<file path="src/rtl/mbist_pkg.sv">
// Shared definitions for the march-test generator: algorithm and state encodings,
// plus the per-algorithm element tables that drive the sequencer.
package mbist_pkg;

  typedef enum logic [1:0] {
    ALGO_CKB      = 2'b00,
    ALGO_MARCH_X  = 2'b01,
    ALGO_MARCH_CM = 2'b10,
    ALGO_RSVD     = 2'b11
  } algo_t;

  typedef enum logic [1:0] {
    ST_IDLE  = 2'b00,
    ST_RUN   = 2'b01,
    ST_DRAIN = 2'b10
  } state_t;

  // pol selects "0"/"1" for march data, or C/~C when the algorithm is checkerboard
  typedef struct packed {
    logic down;
    logic two_ops;
    logic we0;
    logic pol0;
    logic we1;
    logic pol1;
  } elem_t;

  localparam int MAX_ELEMS = 6;

  localparam elem_t EL_W0   = '{down: 1'b0, two_ops: 1'b0, we0: 1'b1, pol0: 1'b0, we1: 1'b0, pol1: 1'b0};
  localparam elem_t EL_W1   = '{down: 1'b0, two_ops: 1'b0, we0: 1'b1, pol0: 1'b1, we1: 1'b0, pol1: 1'b0};
  localparam elem_t EL_R0   = '{down: 1'b0, two_ops: 1'b0, we0: 1'b0, pol0: 1'b0, we1: 1'b0, pol1: 1'b0};
  localparam elem_t EL_R1   = '{down: 1'b0, two_ops: 1'b0, we0: 1'b0, pol0: 1'b1, we1: 1'b0, pol1: 1'b0};
  localparam elem_t EL_R0W1 = '{down: 1'b0, two_ops: 1'b1, we0: 1'b0, pol0: 1'b0, we1: 1'b1, pol1: 1'b1};
  localparam elem_t EL_R1W0 = '{down: 1'b0, two_ops: 1'b1, we0: 1'b0, pol0: 1'b1, we1: 1'b1, pol1: 1'b0};

  function automatic elem_t elem_tbl(algo_t algo, logic [2:0] idx);
    elem_t e;
    e = EL_R0;
    case (algo)
      ALGO_CKB: begin
        case (idx)
          3'd0:    e = EL_W0;
          3'd1:    e = EL_R0;
          3'd2:    e = EL_W1;
          default: e = EL_R1;
        endcase
      end
      ALGO_MARCH_X: begin
        case (idx)
          3'd0:    e = EL_W0;
          3'd1:    e = EL_R0W1;
          3'd2:    begin e = EL_R1W0; e.down = 1'b1; end
          default: e = EL_R0;
        endcase
      end
      default: begin
        case (idx)
          3'd0:    e = EL_W0;
          3'd1:    e = EL_R0W1;
          3'd2:    e = EL_R1W0;
          3'd3:    begin e = EL_R0W1; e.down = 1'b1; end
          3'd4:    begin e = EL_R1W0; e.down = 1'b1; end
          default: e = EL_R0;
        endcase
      end
    endcase
    return e;
  endfunction

  function automatic logic [2:0] n_elems(algo_t algo);
    case (algo)
      ALGO_CKB:     return 3'd4;
      ALGO_MARCH_X: return 3'd4;
      default:      return 3'(MAX_ELEMS);
    endcase
  endfunction

endpackage

</file>
<file path="src/rtl/mbist_march_gen_if.sv">
// Control, status and memory-port bundle of the march generator.
// master = generator side, slave = memory / test-controller side.
interface mbist_march_gen_if #(
  parameter int ADDR = 8,
  parameter int DATA = 8
);
  logic            start;
  logic [1:0]      algo;
  logic [DATA-1:0] rdata;
  logic            mem_en;
  logic            mem_we;
  logic [ADDR-1:0] mem_addr;
  logic [DATA-1:0] mem_wdata;
  logic            busy;
  logic            done;
  logic            fail;
  logic [ADDR-1:0] fail_addr;

  modport master (
    input  start, algo, rdata,
    output mem_en, mem_we, mem_addr, mem_wdata, busy, done, fail, fail_addr
  );

  modport slave (
    output start, algo, rdata,
    input  mem_en, mem_we, mem_addr, mem_wdata, busy, done, fail, fail_addr
  );
endinterface

</file>
<file path="src/rtl/mbist_data_gen.sv">
// Combinational data word for the current op: solid 0/1 or checkerboard C/~C.
// Checkerboard phase is row[0] ^ col[0], flipped on odd bit positions.
module mbist_data_gen #(
  parameter int ADDR = 8,
  parameter int DATA = 8
) (
  input  logic [ADDR-1:0] addr,
  input  logic            pol,
  input  logic            ckb,
  output logic [DATA-1:0] data
);
  // row LSB sits at ADDR/2, col LSB at 0
  localparam logic [ADDR-1:0] LSB_MASK = (ADDR'(1) << (ADDR / 2)) | ADDR'(1);

  logic phase;

  always_comb begin
    phase = ^(addr & LSB_MASK);
    data  = '0;
    for (int i = 0; i < DATA; i++) begin
      data[i] = pol ^ (ckb & (phase ^ i[0]));
    end
  end
endmodule

</file>
<file path="src/rtl/mbist_march_gen.sv">
// March / checkerboard MBIST sequencer: one registered memory op per RUN cycle,
// one-stage read compare, sticky first-fail capture, done pulse after the last compare.
module mbist_march_gen
  import mbist_pkg::*;
#(
  parameter int ADDR = 8,
  parameter int DATA = 8
) (
  input  logic               clk,
  input  logic               rst,
  mbist_march_gen_if.master  bus
);
  state_t          state;
  algo_t           algo_q;
  algo_t           algo_sel;
  logic [2:0]      elem;
  logic            op;
  logic [ADDR-1:0] cnt;

  elem_t           e;
  logic            cur_we;
  logic            cur_pol;
  logic            cur_ckb;
  logic [ADDR-1:0] cur_addr;
  logic [DATA-1:0] cur_data;
  logic            seq_end;
  logic            issue;

  logic            mem_en_q;
  logic            mem_we_q;
  logic [ADDR-1:0] mem_addr_q;
  logic [DATA-1:0] mem_wdata_q;
  logic            busy_q;
  logic            done_q;
  logic            fail_q;
  logic [ADDR-1:0] fail_addr_q;

  logic            cmp_vld;
  logic [DATA-1:0] cmp_exp;
  logic [ADDR-1:0] cmp_addr;

  // In IDLE the incoming algo selects the first op so it can issue on the start edge
  always_comb begin
    algo_sel = (state == ST_IDLE) ? algo_t'(bus.algo) : algo_q;
    e        = elem_tbl(algo_sel, elem);
    cur_we   = op ? e.we1  : e.we0;
    cur_pol  = op ? e.pol1 : e.pol0;
    cur_ckb  = (algo_sel == ALGO_CKB);
    cur_addr = e.down ? ~cnt : cnt;
    seq_end  = (elem == n_elems(algo_q));
    issue    = ((state == ST_IDLE) && bus.start) || ((state == ST_RUN) && !seq_end);
  end

  mbist_data_gen #(.ADDR(ADDR), .DATA(DATA)) u_data_gen (
    .addr (cur_addr),
    .pol  (cur_pol),
    .ckb  (cur_ckb),
    .data (cur_data)
  );

  always_ff @(posedge clk or posedge rst) begin
    if (rst) begin
      state       <= ST_IDLE;
      algo_q      <= ALGO_CKB;
      elem        <= '0;
      op          <= 1'b0;
      cnt         <= '0;
      mem_en_q    <= 1'b0;
      mem_we_q    <= 1'b0;
      mem_addr_q  <= '0;
      mem_wdata_q <= '0;
      busy_q      <= 1'b0;
      done_q      <= 1'b0;
      fail_q      <= 1'b0;
      fail_addr_q <= '0;
      cmp_vld     <= 1'b0;
      cmp_exp     <= '0;
      cmp_addr    <= '0;
    end else begin
      done_q   <= 1'b0;
      cmp_vld  <= mem_en_q & ~mem_we_q;
      cmp_exp  <= mem_wdata_q;
      cmp_addr <= mem_addr_q;

      if (cmp_vld && (bus.rdata != cmp_exp) && !fail_q) begin
        fail_q      <= 1'b1;
        fail_addr_q <= cmp_addr;
      end

      if (issue) begin
        mem_en_q    <= 1'b1;
        mem_we_q    <= cur_we;
        mem_addr_q  <= cur_addr;
        mem_wdata_q <= cur_data;
        // all ops of an element finish at one address; element advances on address wrap
        if (e.two_ops && !op) begin
          op <= 1'b1;
        end else begin
          op  <= 1'b0;
          cnt <= cnt + 1'b1;
          if (&cnt) elem <= elem + 3'd1;
        end
      end else begin
        mem_en_q    <= 1'b0;
        mem_we_q    <= 1'b0;
        mem_addr_q  <= '0;
        mem_wdata_q <= '0;
      end

      case (state)
        ST_IDLE: begin
          if (bus.start) begin
            state       <= ST_RUN;
            algo_q      <= algo_t'(bus.algo);
            busy_q      <= 1'b1;
            fail_q      <= 1'b0;
            fail_addr_q <= '0;
          end
        end
        ST_RUN: begin
          if (seq_end) state <= ST_DRAIN;
        end
        ST_DRAIN: begin
          state  <= ST_IDLE;
          busy_q <= 1'b0;
          done_q <= 1'b1;
          elem   <= '0;
        end
        default: state <= ST_IDLE;
      endcase
    end
  end

  assign bus.mem_en    = mem_en_q;
  assign bus.mem_we    = mem_we_q;
  assign bus.mem_addr  = mem_addr_q;
  assign bus.mem_wdata = mem_wdata_q;
  assign bus.busy      = busy_q;
  assign bus.done      = done_q;
  assign bus.fail      = fail_q;
  assign bus.fail_addr = fail_addr_q;
endmodule

</file>
<file path="src/flat_wrapper.sv">
// flat-port wrapper written by rule: the top's interface ports become plain ports
module mbist_march_gen_flat import mbist_pkg::*;
#(
  parameter int ADDR = 8,
  parameter int DATA = 8
)
  (clk, rst, bus_start, bus_algo, bus_rdata, bus_mem_en, bus_mem_we, bus_mem_addr, bus_mem_wdata, bus_busy, bus_done, bus_fail, bus_fail_addr);
  mbist_march_gen_if #(.ADDR(ADDR), .DATA(DATA)) bus_i ();
  input  logic clk;
  input  logic rst;
  input wire logic [$bits(bus_i.start)-1:0] bus_start;
  input wire logic [$bits(bus_i.algo)-1:0] bus_algo;
  input wire logic [$bits(bus_i.rdata)-1:0] bus_rdata;
  output wire logic [$bits(bus_i.mem_en)-1:0] bus_mem_en;
  output wire logic [$bits(bus_i.mem_we)-1:0] bus_mem_we;
  output wire logic [$bits(bus_i.mem_addr)-1:0] bus_mem_addr;
  output wire logic [$bits(bus_i.mem_wdata)-1:0] bus_mem_wdata;
  output wire logic [$bits(bus_i.busy)-1:0] bus_busy;
  output wire logic [$bits(bus_i.done)-1:0] bus_done;
  output wire logic [$bits(bus_i.fail)-1:0] bus_fail;
  output wire logic [$bits(bus_i.fail_addr)-1:0] bus_fail_addr;
  assign bus_i.start = bus_start;
  assign bus_i.algo = bus_algo;
  assign bus_i.rdata = bus_rdata;
  assign bus_mem_en = bus_i.mem_en;
  assign bus_mem_we = bus_i.mem_we;
  assign bus_mem_addr = bus_i.mem_addr;
  assign bus_mem_wdata = bus_i.mem_wdata;
  assign bus_busy = bus_i.busy;
  assign bus_done = bus_i.done;
  assign bus_fail = bus_i.fail;
  assign bus_fail_addr = bus_i.fail_addr;
  mbist_march_gen #(.ADDR(ADDR), .DATA(DATA)) u_core (.clk(clk), .rst(rst), .bus(bus_i));
endmodule
</file>
<file path="config.mk">
export PLATFORM = sky130hd
export DESIGN_NAME = mbist_march_gen_flat
export DESIGN_NICKNAME = d
export VERILOG_FILES = /design/src/rtl/mbist_pkg.sv /design/src/rtl/mbist_march_gen_if.sv /design/src/rtl/mbist_data_gen.sv /design/src/rtl/mbist_march_gen.sv /design/src/flat_wrapper.sv
export SDC_FILE = /design/constraint.sdc
export NUM_CORES = 1
export LEC_CHECK = 0
export ABC_AREA = 1
export BUFFER_PORTS_ARGS = -buffer_cell sky130_fd_sc_hd__clkbuf_2
export CAP_MARGIN = 30
export CORE_MARGIN = 1.5
export CORE_UTILIZATION = 45
export DETAILED_ROUTE_END_ITERATION = 7
export GPL_TIMING_DRIVEN = 0
export PLACE_DENSITY = 0.8
export RECOVER_POWER = 50
export SYNTH_ARGS = -nofsm -noshare
export SYNTH_HDL_FRONTEND = slang
export SYNTH_SLANG_ARGS = --single-unit
</file>
<file path="constraint.sdc">
create_clock -name clk -period 1.6 [get_ports clk]
set_input_delay 0.32 -clock clk [delete_from_list [all_inputs] [get_ports clk]]
set_output_delay 0.32 -clock clk [all_outputs]
set_load 0.1 [all_outputs]
</file>
# Word level (Yosys, flattened, before mapping)
# Cells that the tools add are included.
word_totals:
  regBits: 62
  input_bits: 13
  output_inout_bits: 29
  wordCells: 94
op_classes:
  add_sub_neg: 2
  n_eq_ne: 13
  mux: 30
  bitwise: 9
  reduce_logical: 24
ops:
  columns: ["op", "count"]
  rows:
  - ["$mux W8", 6]
  - ["$pmux W6 S5", 1]
  - ["$pmux W6 S3", 1]
  - ["$mux W3", 4]
  - ["$pmux W4 S3", 1]
  - ["$pmux W6 S2", 1]
  - ["$mux W1", 10]
  - ["$add A8 B1 Y8 const B", 1]
  - ["$mux W2", 4]
  - ["$ne A8 B8 Y1", 1]
  - ["$not A8 Y8", 1]
  - ["$reduce_and A2 Y1", 4]
  - ["$reduce_and A8 Y1", 1]
  - ["$reduce_xor A8 Y1", 1]
  - ["$eq A2 B1 Y1 const B", 3]
  - ["$eq A3 B2 Y1 const B", 2]
  - ["$logic_not A2 Y1", 3]
  - ["$reduce_bool A2 Y1", 3]
  - ["$logic_and A1 B1 Y1", 5]
  - ["$ne A2 B2 Y1 const B", 2]
  - ["$pmux W2 S2", 1]
  - ["$add A3 B1 Y3 const B", 1]
  - ["$and A1 B1 Y1", 3]
  - ["$eq A3 B1 Y1 const B", 1]
  - ["12 further kinds", 17]

# Depth between registers and ports, before layout
depth:
  word_depth: 10
  depth_mapped: 14

# By module
# Synthesis repeated with hierarchy kept, for this count alone.
unflattened:
  hier_cells: 353
  area_unflattened_um2: 2987.9
by_module_without_submodules:
  columns: ["mod", "instances", "cells_each", "area_each_um2", "seq_area_each_um2"]
  rows:
  - ["mbist_march_gen", 1, 331, 2874.0, 1551.5]
  - ["mbist_data_gen", 1, 22, 113.9, 0.0]

# Worst setup path before layout
# No wires, ideal clock.
synth_path:
  path_kind: "register to output"
  startpoint: "reg, netlist name u_core.bus.mem_wdata[6]"
  endpoint: "out bus_mem_wdata[2]"
  arrival_ps: 1370
  required_ps: 1280
  path_slack_ps: -90
  path_stages_with_launch: 2
  path_buffers: 1
  cell_sequence: "dfrtp_1 > buf_4"
synth_rtl:
  columns: ["item", "line_no", "text"]
  rows:
  - ["end: declaration", "flat_wrapper.sv:17", "output wire logic [$bits(bus_i.mem_wdata)-1:0] bus_mem_wdata;"]

# Worst setup path after layout
layout_path:
  startpoint: "reg u_core.elem[0]"
  endpoint: "reg u_core.cnt[7]"
layout_between:
  elab_chain_len: 6
layout_lines:
  columns: ["item", "line_no", "text"]
  rows:
  - ["start: declaration", "mbist_march_gen.sv:16", "logic [2:0] elem;"]
  - ["start signal: assignment", "mbist_march_gen.sv:101", "if (&cnt) elem <= elem + 3'd1;"]
  - ["$eq A3 B3 Y1, or another cell as far along", "mbist_pkg.sv:58", "case (idx)"]
  - ["$pmux W6 S5 / $pmux W6 S3 (equally long branches)", "mbist_pkg.sv:58, mbist_pkg.sv:50", null]
  - ["$pmux W6 S2", "mbist_pkg.sv:40", "case (algo)"]
  - ["$logic_and A1 B1 Y1", "mbist_march_gen.sv:96", "if (e.two_ops && !op) begin"]
  - ["$not A1 Y1 (no source line)", null, null]
  - ["$reduce_and A2 Y1 (no source line) *", null, null]
  - ["end signal: assignment", "mbist_march_gen.sv:100", "cnt <= cnt + 1'b1;"]
  - ["end: declaration", "mbist_march_gen.sv:18", "logic [ADDR-1:0] cnt;"]
# Mark *: on every way between the ends. The rest lies on a longest branch, timed or not.
# A chain may end at the register's enable or synchronous reset.

==> results.toml <==
[cts]
cts_buffers = 5
cts_tree = "done"
cts-root-buf = "clkbuf_8"
clk_transition_reported_paths_ns = 0.09
cts.sinks = 50
h-tree-depth = 2
clockBufferDepth = 2
insertion_delay_ns = 0.31

[critical_path]
critical_path_class = "flip-flop to flip-flop"
end_kind = "flip-flop"
cp_cell_sequence = "inv_4 > ha_4 > nand2_2 > nand2_1 > nand2_1 > nand2_2 > nand2_2 > nand2_4 > inv_4 > buf_6 > nand2_2 > o21ai_2"
startpoint_type = "flip-flop"
r2r_slack_ns = -0.02
worst-path-buf-inv = 3
r2r-start = "u_core.elem[0]"
path_depth = 12
rr_endpoint = "u_core.cnt[7]"
arrival_ns = 1.83
worst-path-max-fanout = 6
slowest_stage = "dfrtp_2"
critical-path-top-delay-family = "simple AND/OR/NAND/NOR gates"
critPathMostFrequentCell = "nand2_2"
critical_path_required_ns = 1.80
ff2ff_path_depth = 12
max_stage_delay_ns = 0.47

[floorplanning]
io_pins = 42
coreArea_sq_mm = 0.00517
start_util_pct = 47.3
rows = 26
die_x_microns = 76.7
die_y_microns = 76.7
die_area_sq_mm = 0.00589

[pwr]
swShare_pct = 22.6
power_uw = 2070
power.net_switching_uw = 468
clockPowerShare_pct = 36.6
combPwrFrac_pct = 2.5
ir_worst_vdd_uv = 370
p_int_uw = 1600
power_leakage_uw = 0.00158
p_seq_share_pct = 61.0
p_per_area_mw_per_mm2 = 676

[global_route]
grt_antenna_before_repair = 0
grt_use_total_pct = 17.5
overflow = 0
grt_max_degree = 40
grt_pass1_wl_mm = 8.32
grt_pass1_vias = 1956

[sta]
slew-limit-headroom_pct = 63.6
hold_violations = 0
fin_skew_ns = 0.00650
drv_slew = 0
setup_slack_ns = -0.0216
fmax_mhz = 617
timing.final.crit_share_pct = 101
finalSetupViolCount = 7
tightest_slew_ns = 0.548
period_minus_slack_ns = 1.62
rsz0062_at_grt = "yes"

[hold_path]
hold_path_depth = 2
hold_start = "bus_start"
min_to = "u_core.bus.fail"
hold_path_class = "primary input to flip-flop"

[yosys]
ys_warn_count = 0
synth_top_family_by_area = "simple AND/OR/NAND/NOR gates"
synth.top_cells.by_area = "dfrtp_1 51%, nand2_1 12%, inv_1 5.7%, nor2_1 5.7%, nand3_1 3.7%"
synthArstFlopShare_pct = 100
synth_cell_types = 26
synth_edf_count = 0
synth_ff_type = "dfrtp_1"
synth-simple-area-share_pct = 27.0
synth_cells = 301
yosysTopAreaCellShare_pct = 51.1
synth_area_per_cell_sq_um = 8.13
synthAdderAreaFrac_pct = 3.07
synthTopCellsByCount = "78 x nand2_1, 50 x dfrtp_1, 37 x inv_1, 37 x nor2_1, 18 x nand3_1"
synth_fp_nets = 320
synth-xor-area-share_pct = 1.43
synthMuxAreaShare_pct = 0
syn-cell-area_sq_mm = 0.00245
ys_ff_latch = 50
synth-compound-area-share_pct = 7.87
ys_seq_area_share_pct = 51.1
synth_top_area_cell = "dfrtp_1"
synth_most_common_cell = "nand2_1"

[route]
drt_pass1_iterations = 5
wirelength_mm = 4.89
vias_per_cell = 4.90
drt_first_iter_violations = 154
drt.antenna.violating_nets = 0
wl_per_cell_microns = 11.4
drc_errors = 0
via_count = 2104

[cells_and_area]
layout-drive-gt1-share_pct = 32.6
nets = 377
antenna_cells = 0
area_growth_syn_to_layout_pct = 25.2
stdcell_area_sq_mm = 0.00306

[place]
gp_congestion = 0.860
dpl.hpwl_mm = 3.45
io_buffers = 41
place_area_sq_mm = 0.00276

[run_status]
status = "finished with violations"
violations = "negative setup slack"

[run]
max-cap-violations = 0
-- cell type report --
cell class                 instances  area, sq um
clock inverter                     3         28.8
timing repair buffer              50          279
buffer                            12         93.8
fill                             436         2110
sequential                        50         1260
inverter                          39          154
multi-input combinational        200         1090
tap                               70         87.6
clock buffer                       5         68.8
-- what timing repair did --
item	CTS	global route
buffers inserted	3	3
setup endpoints to repair	16	32
pin swaps	10	4
gates resized for setup	35	20
cloned	1	0
hold buffers	1	0
hold endpoints to repair	11	0
-- power groups by stage --
| stage | combinational (uW) | sequential, uW | clock, uW |
|---|---|---|---|
| 6_report | 51.1 | 1260 | 757 |
| 3_3_place_gp | 47.7 | 1290 | 0 |
| 3_5_place_dp | 55.6 | 1290 | 0 |
| 2_1_floorplan | 24.4 | 1290 | 0 |
| 4_1_cts | 57.9 | 1260 | 791 |
| 5_1_grt | 59.8 | 1260 | 845 |
-- per-stage QoR --
step / worst slack (ns) / instances / TNS (ns) / hold WS, ns / utilization, %
after floorplan: -0.0293 / 301 / -0.0880 / 0.402 / -
after global placement: -0.606 / 412 / -24.36 / 0.364 / 53.0
after detailed placement: -0.170 / 413 / -1.56 / 0.263 / 53.4
after CTS: -0.000881 / 426 / -0.000881 / 0.192 / 58.2
after global routing: -0.136 / 429 / -1.27 / 0.194 / 59.2
final: -0.0216 / 429 / -0.0805 / 0.203 / 59.2
-- layout by cell type (no fill, tap or decap), drive strengths merged --
master / n
clkbuf: 42
nand4: 7
nand3: 19
xnor2: 1
ha: 6
clkinv: 2
inv: 40
or2: 1
dlygate4sd3: 1
a31oi: 1
a21oi: 12
nor2: 39
nor3: 4
nand2: 84
o21ai: 23
xor2: 3
dfrtp: 50
buf: 24
-- worst max path at each step --
| stage | from | endpoint | slack, ns |
|---|---|---|---|
| after floorplan | rst | u_core.bus.fail | -0.03 |
| after global placement | rst | u_core.bus.mem_wdata[6] | -0.61 |
| after detailed placement | u_core.elem[0] | u_core.cnt[6] | -0.17 |
| after CTS | u_core.elem[1] | u_core.cnt[7] | -0.0009 |
| after global routing | u_core.elem[2] | u_core.cnt[7] | -0.14 |
| final | u_core.elem[0] | u_core.cnt[7] | -0.02 |
-- flip-flops by register name (all words and copies together), names as in the netlist, 2 cells and up --
| register | flops |
|---|---|
| u_core.algo_q | 2 |
| u_core.bus.fail_addr | 8 |
| u_core.bus.mem_addr | 8 |
| u_core.bus.mem_wdata | 2 |
| u_core.cmp_addr | 8 |
| u_core.cmp_exp | 2 |
| u_core.cnt | 8 |
| u_core.elem | 3 |
| u_core.state | 2 |
-- kinds of logic after synthesis --
logic type | count (synthesis)
adder cells (fa/ha/maj) | 6
flip-flops | 50
AO/OA/AOI/OAI | 36
AND/OR/NAND/NOR | 154
buffers and inverters | 51
XOR/XNOR | 4
-- layer usage --
layer | vias up | share of wire, % | track usage [%]
met5 | - | 0 | 0
met4 | 0 | 1.3 | 5.93
met3 | 7 | 4.9 | 4.52
met2 | 64 | 49 | 30.4
met1 | 979 | 45 | 21.1
li1 | 1054 | - | -
No activity file was read; power rests on OpenSTA's default activity.
